<file path="src/rtl/range_pkg.sv">
// range_pkg: shared definitions for the range sweeper / count scanner pair.
//   RAM_WORDS      - count entries produced by one sweep and scanned per run
//   RAM_ADDR_BITS  - entry index width
//   CNT_W          - width of one iteration count
//   SUM_W          - width of the run total; holds RAM_WORDS * (2**CNT_W - 1)
//   scan_state_t   - count_scanner FSM states
package range_pkg;
  localparam int RAM_WORDS     = 16;
  localparam int RAM_ADDR_BITS = 4;
  localparam int CNT_W         = 16;
  localparam int SUM_W         = CNT_W + RAM_ADDR_BITS;

  typedef enum logic [2:0] {
    S_IDLE, S_LAUNCH, S_SETTLE, S_WAIT, S_ADDR, S_READ, S_EMIT, S_FINISH
  } scan_state_t;
endpackage

</file>
<file path="src/rtl/count_scanner.sv">
// count_scanner: launches the range sweeper on a host go, waits for it to fill
// its count RAM, then reads every entry back and streams (n, count) pairs over
// a valid/ready port while tracking the run's maximum count and total.
// Ports:
//   clk, reset          - clock, synchronous active-high reset
//   go, base            - host start request and first number of the range
//   busy, done          - run in progress / one-cycle completion pulse
//   rgo, rstart         - sweeper launch strobe; start number, then RAM read address
//   rdone, rcount       - sweeper finished; registered RAM read data
//   out_valid/ready     - streamed entry handshake
//   out_n, out_count    - streamed number and its count
//   max_count, max_n    - largest count of the run and the number that produced it
//   sum                 - total of all counts in the run
module count_scanner #(
  parameter int RAM_WORDS     = range_pkg::RAM_WORDS,
  parameter int RAM_ADDR_BITS = range_pkg::RAM_ADDR_BITS
) (
  input  logic                        clk,
  input  logic                        reset,
  input  logic                        go,
  input  logic [31:0]                 base,
  output logic                        busy,
  output logic                        done,
  output logic                        rgo,
  output logic [31:0]                 rstart,
  input  logic                        rdone,
  input  logic [range_pkg::CNT_W-1:0] rcount,
  output logic                        out_valid,
  input  logic                        out_ready,
  output logic [31:0]                 out_n,
  output logic [range_pkg::CNT_W-1:0] out_count,
  output logic [range_pkg::CNT_W-1:0] max_count,
  output logic [31:0]                 max_n,
  output logic [range_pkg::SUM_W-1:0] sum
);
  import range_pkg::*;

  localparam logic [RAM_ADDR_BITS-1:0] LAST = RAM_ADDR_BITS'(RAM_WORDS - 1);

  scan_state_t              state, nxt;
  logic [RAM_ADDR_BITS-1:0] idx;
  logic [31:0]              base_q;
  logic                     hs;

  assign hs = (state == S_EMIT) && out_ready;

  always_comb begin
    nxt       = state;
    busy      = (state != S_IDLE);
    done      = 1'b0;
    rgo       = 1'b0;
    rstart    = '0;
    out_valid = 1'b0;
    case (state)
      S_IDLE:   if (go) nxt = S_LAUNCH;
      S_LAUNCH: begin rgo = 1'b1; rstart = base_q; nxt = S_SETTLE; end
      // rdone still reflects the previous sweep here; the sweeper only
      // drops it after seeing this run's rgo.
      S_SETTLE: nxt = S_WAIT;
      S_WAIT:   if (rdone) nxt = S_ADDR;
      S_ADDR:   begin rstart = {{(32-RAM_ADDR_BITS){1'b0}}, idx}; nxt = S_READ; end
      S_READ:   begin rstart = {{(32-RAM_ADDR_BITS){1'b0}}, idx}; nxt = S_EMIT; end
      S_EMIT: begin
        out_valid = 1'b1;
        if (out_ready) nxt = (idx == LAST) ? S_FINISH : S_ADDR;
      end
      S_FINISH: begin done = 1'b1; nxt = S_IDLE; end
      default:  nxt = S_IDLE;
    endcase
  end

  always_ff @(posedge clk) begin
    if (reset) begin
      state     <= S_IDLE;
      idx       <= '0;
      base_q    <= '0;
      out_n     <= '0;
      out_count <= '0;
      max_count <= '0;
      max_n     <= '0;
      sum       <= '0;
    end else begin
      state <= nxt;
      if (state == S_IDLE && go) begin
        base_q    <= base;
        idx       <= '0;
        max_count <= '0;
        max_n     <= '0;
        sum       <= '0;
      end
      if (state == S_READ) begin
        out_count <= rcount;
        out_n     <= base_q + 32'(idx);
      end
      if (hs) begin
        sum <= sum + SUM_W'(out_count);
        // Strict compare keeps the lowest n among equal maxima; entry 0
        // always loads so a run of all-zero counts still reports base.
        if (idx == '0 || out_count > max_count) begin
          max_count <= out_count;
          max_n     <= out_n;
        end
        if (idx != LAST) idx <= idx + 1'b1;
      end
    end
  end
endmodule

</file>
<file path="config.mk">
export PLATFORM = sky130hd
export DESIGN_NAME = count_scanner
export DESIGN_NICKNAME = d
export VERILOG_FILES = /design/src/rtl/range_pkg.sv /design/src/rtl/count_scanner.sv
export SDC_FILE = /design/constraint.sdc
export NUM_CORES = 1
export LEC_CHECK = 0
export ABC_AREA = 1
export BUFFER_PORTS_ARGS = -buffer_cell sky130_fd_sc_hd__buf_2
export CORE_MARGIN = 4
export CORE_UTILIZATION = 41
export CTS_CLUSTER_SIZE = 12
export DETAILED_ROUTE_END_ITERATION = 6
export PLACE_DENSITY = 0.66
export SETUP_SLACK_MARGIN = 0.2
export SYNTH_ARGS = -nofsm -noshare
export SYNTH_HDL_FRONTEND = slang
export SYNTH_SLANG_ARGS = --single-unit
</file>
<file path="constraint.sdc">
create_clock -name clk -period 2.1 [get_ports clk]
set_clock_uncertainty 0.1 [all_clocks]
set_input_delay 0.315 -clock clk [delete_from_list [all_inputs] [get_ports clk]]
set_output_delay 0.315 -clock clk [all_outputs]
set_load 0.02 [all_outputs]
</file>
Word level (Yosys, flattened, before mapping)
Cells that the tools add are included.
Operators by class
  add/subtract/negate cells: 3
  $lt $le $gt $ge: 1
  equal/unequal tests: 12
  muxes and demuxes: 20
  reduce and logical (&&, ||, !) cells: 9
Operators by type and width (count)
  $mux W32: 3
  $pmux W32 S2: 1
  $mux W16: 3
  $mux W20: 2
  $add A32 B4 Y32: 1
  $pmux W3 S8: 1
  $add A20 B16 Y20: 1
  $gt A16 B16 Y1: 1
  $eq A3 B3 Y1 const B: 4
  $mux W4: 3
  $mux W3: 3
  $eq A3 B2 Y1 const B: 2
  $ne A2 B2 Y1 const B: 3
  $add A4 B1 Y4 const B: 1
  $eq A4 B4 Y1 const B: 1
  $logic_not A4 Y1: 1
  $ne A4 B4 Y1 const B: 1
  $eq A3 B1 Y1 const B: 1
  $logic_not A3 Y1: 1
  $mux W1: 3
  $reduce_and A3 Y1: 1
  $reduce_bool A3 Y1: 1
  $logic_and A1 B1 Y1: 2
  $mux W2: 1
  other kinds (3): 3
Storage, ports and cells
  flip-flop bits (word level): 155
  input port bits: 53
  word-level logic and storage cells: 53

Logic depth before layout (Yosys ltp)
  depth after elaboration: 5
  gate-level depth with buffers: 18

Worst setup path before layout
OpenSTA, ideal clock, no wires.
  path kind: register -> output
  start point: register state[0]
  end point: output rstart[0]
  arrival time: 1.648 ns
  slack: 0.037 ns
  cell stages (with the launch flop): 7
  cell sequence: dfxtp_1 > inv_2 > or2_4 > nor2_1 > inv_2 > buf_2 > o22ai_1
On the way
  longest elaborated chain between the ends: 3
  elaborated cells between the ends (all ways): 5
RTL lines
  start, declared: line count_scanner.sv:40  | scan_state_t state, nxt;
  start signal, assigned: line count_scanner.sv:83  | state <= nxt;
  $eq A3 B3 Y1: line count_scanner.sv:54  | case (state)
  $reduce_or A2 Y1 (no line)
  $pmux W32 S2 (*): line count_scanner.sv:54
  end, declared: line count_scanner.sv:25  | output logic [31:0] rstart,
Mark *: on every way between the ends. The rest lies on a longest branch, timed or not.

Worst setup path in the final report
  start point: register max_count[5] (netlist name)
  end point: register max_count[9] (netlist name)
On the way
  longest elaborated chain between the ends: 4
RTL lines
  start, declared: line count_scanner.sv:32  | output logic [range_pkg::CNT_W-1:0] max_count,
  start signal, assigned: line count_scanner.sv:100  | max_count <= out_count;
  $gt A16 B16 Y1: line count_scanner.sv:99  | if (idx == '0 || out_count > max_count) begin
  $logic_or A1 B1 Y1: line count_scanner.sv:99
  $mux W16: line count_scanner.sv:99
  $mux W16: line count_scanner.sv:95  | if (hs) begin
No other way between the ends.
A chain may end at the register's enable or synchronous reset.

==> flow_metrics.py <==
metrics = {
    "status": {
        "run_status": "finished, violations left",
        "failed_checks": "negative setup slack",
    },
    "detailed_routing": {
        "detailedRoute.firstIterationViolations": 802,
        "firstDrtPassIters": 6,
        "drt-wirelength-per-cell_um": 18.3,
        "final_antenna_net_count": 0,
        "route.detailed.drc": 0,
        "detail_routed_via_count_per_cell": 5.36,
        "route.final.wire_length_mm": 33.9,
        "route.vias.total": 9921,
    },
    "layout": {
        "area.growth.synth_to_final_pct": 59.8,
        "layoutNonFillerInstCount": 1850,
        "finish.utilization_pct": 66.7,
        "final_design_area_no_fill_mm2": 0.0135,
        "antenna_cells_inserted": 0,
        "finalNetCount": 1660,
        "post_route_cells_drive_above_1_share_pct": 44.6,
    },
    "grt": {
        "grt_start_max_net_pins": 58,
        "grt_pass1_vias": 8862,
        "overall_global_routing_resource_usage_pct": 26.1,
        "grt_first_pass_wirelength_mm": 47.1,
        "antenna_violations_before_repair": 0,
        "grt-ovfl-total": 0,
    },
    "job": {
        "max_cap_violations": 0,
    },
    "logic_synthesis": {
        "post-synth-top-count-cell": "sky130_fd_sc_hd__nand2_1",
        "synth-seq-area-share_pct": 36.6,
        "synth_largest_type_area_fraction_pct": 36.6,
        "yosys_register_bits": 155,
        "synth_cell_types": 40,
        "syn-num-nets": 1365,
        "synthDominantAreaCellType": "sky130_fd_sc_hd__dfxtp_1",
        "post_synth.cell_area_avg_um2": 6.66,
        "synth-async-reset-ratio_pct": 0,
        "synth_enable_flop_cells": 0,
        "most_instantiated_flip_flop_cell_in_the_synthesis_netlist": "sky130_fd_sc_hd__dfxtp_1",
        "synth.cells.most_frequent": "sky130_fd_sc_hd__nand2_1 (324), sky130_fd_sc_hd__nor2_1 (206), sky130_fd_sc_hd__dfxtp_1 (155)",
        "syn-cell-area_mm2": 0.00848,
        "synth_top_cells_by_area": "sky130_fd_sc_hd__dfxtp_1 (37%), sky130_fd_sc_hd__nand2_1 (14%), sky130_fd_sc_hd__nor2_1 (9.1%), sky130_fd_sc_hd__ha_1 (5.6%), sky130_fd_sc_hd__a21oi_1 (5.4%)",
        "synth_cells": 1272,
        "yosysWarnings": 0,
    },
    "worst_hold_path": {
        "worst_hold_path.num_cells": 3,
        "holdCritPathClass": "input port to register",
    },
    "setup_path": {
        "worst_setup_path_end_kind": "register",
        "critPathLaunchType": "register",
        "setup.worst_path.class": "register to register",
        "worstPathRequired_ps": 2350,
        "rr_worst_depth": 17,
        "crit_path_max_fo": 7,
        "critPathArrivalTime_ps": 2460,
        "worst-r2r-setup-slack_ps": -110,
    },
    "clocking": {
        "cts.sinks": 155,
        "root_buffer": "sky130_fd_sc_hd__clkbuf_16",
        "htree_levels": 4,
        "clock_pin_slew_reported_for_the_worst_setup_and_hold_paths_after_clock_tree_synthesis_ps": 60,
        "tritoncts": "yes",
        "cts.hold.buffers_added": 0,
        "clkLatencyLatePin_ps": 430,
        "cts-buffers-inserted": 17,
        "cts_max_path_buffers": 2,
    },
    "die": {
        "die_width_um": 152,
        "ioPinCount": 205,
        "core_area_mm2": 0.0203,
        "die_height_um": 152,
        "initial_core_util_pct": 41.8,
        "die-area_mm2": 0.0230,
        "rows": 52,
    },
    "timing": {
        "max_freq_mhz": 453,
        "layout_setup_ws_ps": -108,
        "setup_total_neg_slack_ps": -2880,
        "final_setup_violations": 70,
        "max-slew-margin-rel_pct": 64.7,
        "crit_share_post_route_pct": 105,
        "final-max-slew-violation-count": 0,
        "hold_violations": 0,
        "period_minus_slack_ps": 2210,
        "worst-slew-pin-transition_ps": 527,
        "rsz0062_at_grt": "true",
    },
    "place": {
        "io_buffers": 204,
        "post_dp_cell_area_mm2": 0.0101,
        "gp_congestion": 0.980,
        "detailed_place_hpwl_mm": 20.6,
        "placed_cells": 1738,
    },
    "power_and_ir_drop": {
        "p_leak_uw": 0.00634,
        "cellPowerDensity_mw_per_mm2": 583,
        "vdd_drop_max_mv": 0.427,
    },
}
cell families after synthesis:
logic type | count (synthesis) | synth area share (%)
adder cells (fa/ha/maj) | 40 | 6.08
AO/OA/AOI/OAI | 237 | 15.5
flip-flops | 155 | 36.6
XOR/XNOR | 6 | 0.620
AND/OR/NAND/NOR | 650 | 31.8
buffers and inverters | 184 | 9.36
through the flow:
stage               hold slack, ps  total power [µW]  setup WS, ps
global placement               364              4240          58.2
floorplan                      294              3890           166
global route                  37.5              8180          -212
finish                        21.3              7890          -108
detailed placement             378              4250          47.8
CTS                           9.31              7690         -9.89
layout make-up:
type                            instances  area, µm²
Inverter                              128        502
Multi-Input combinational cell        933       6120
Tap cell                              270        338
Clock buffer                           19        443
Sequential cell                       155       3180
Clock inverter                         13        191
Fill cell                            1596       6750
Timing Repair Buffer                  332       2770
metal layers:
layer / up-vias / wire length, µm / track usage (%)
met5: - / 0 / 0
met4: 0 / 1420 / 10.0
met3: 111 / 2280 / 4.73
met2: 466 / 16300 / 42.2
met1: 4623 / 13900 / 34.6
li1: 4721 / - / -
path summary, 6_finish.rpt:
path | endpoint | from
worst min-delay path | out_count[8] | rcount[8]
worst min register to register | sum[6] | sum[6]
worst max register to register | max_count[9] | max_count[5]
worst max-delay path | max_count[9] | max_count[5]
registers in the layout, indices dropped and copies added (netlist names):
register   count
base_q        32
idx            4
max_count     16
max_n         32
out_count     16
out_n         32
state          3
sum           20
report_power, final:
group / switching (µW) / internal [µW]
Sequential: 153 / 3050
Combinational: 829 / 513
Clock: 1310 / 2040
Total: 2290 / 5600
worst max-delay path, cell delays in order, from the launching register on:
cell                      delay [ps]
sky130_fd_sc_hd__dfxtp_2         350
sky130_fd_sc_hd__inv_2            50
sky130_fd_sc_hd__ha_4            270
sky130_fd_sc_hd__nand2_1          80
sky130_fd_sc_hd__nor2_2          150
sky130_fd_sc_hd__nand2_1          70
sky130_fd_sc_hd__nand2_1          60
sky130_fd_sc_hd__nand2_1          60
sky130_fd_sc_hd__nand2_1          60
sky130_fd_sc_hd__nand2_1          60
sky130_fd_sc_hd__nand2_2         110
sky130_fd_sc_hd__nand2_4          80
sky130_fd_sc_hd__buf_12          150
sky130_fd_sc_hd__buf_8           130
sky130_fd_sc_hd__buf_16          140
sky130_fd_sc_hd__nand2_4          50
sky130_fd_sc_hd__nand2_1          50
sky130_fd_sc_hd__nor2_1          120
cells in the final DEF (no fill, tap or decap), types with 51 or more instances in the layout:
cell type	count
sky130_fd_sc_hd__nand2_2	52
sky130_fd_sc_hd__buf_2	171
sky130_fd_sc_hd__inv_1	107
sky130_fd_sc_hd__nor2_4	51
sky130_fd_sc_hd__nand2_1	252
sky130_fd_sc_hd__o21ai_0	68
sky130_fd_sc_hd__nor2_1	125
sky130_fd_sc_hd__dfxtp_1	113
sky130_fd_sc_hd__buf_4	86
sky130_fd_sc_hd__a21oi_1	68
what timing repair did:
item,CTS,global route
endpoints found under the setup margin,109,133
buffers inserted,29,33
gates cloned,13,5
pin swaps,46,94
gates resized for setup,258,266
Note: power is estimated with default switching activity, not from simulation.
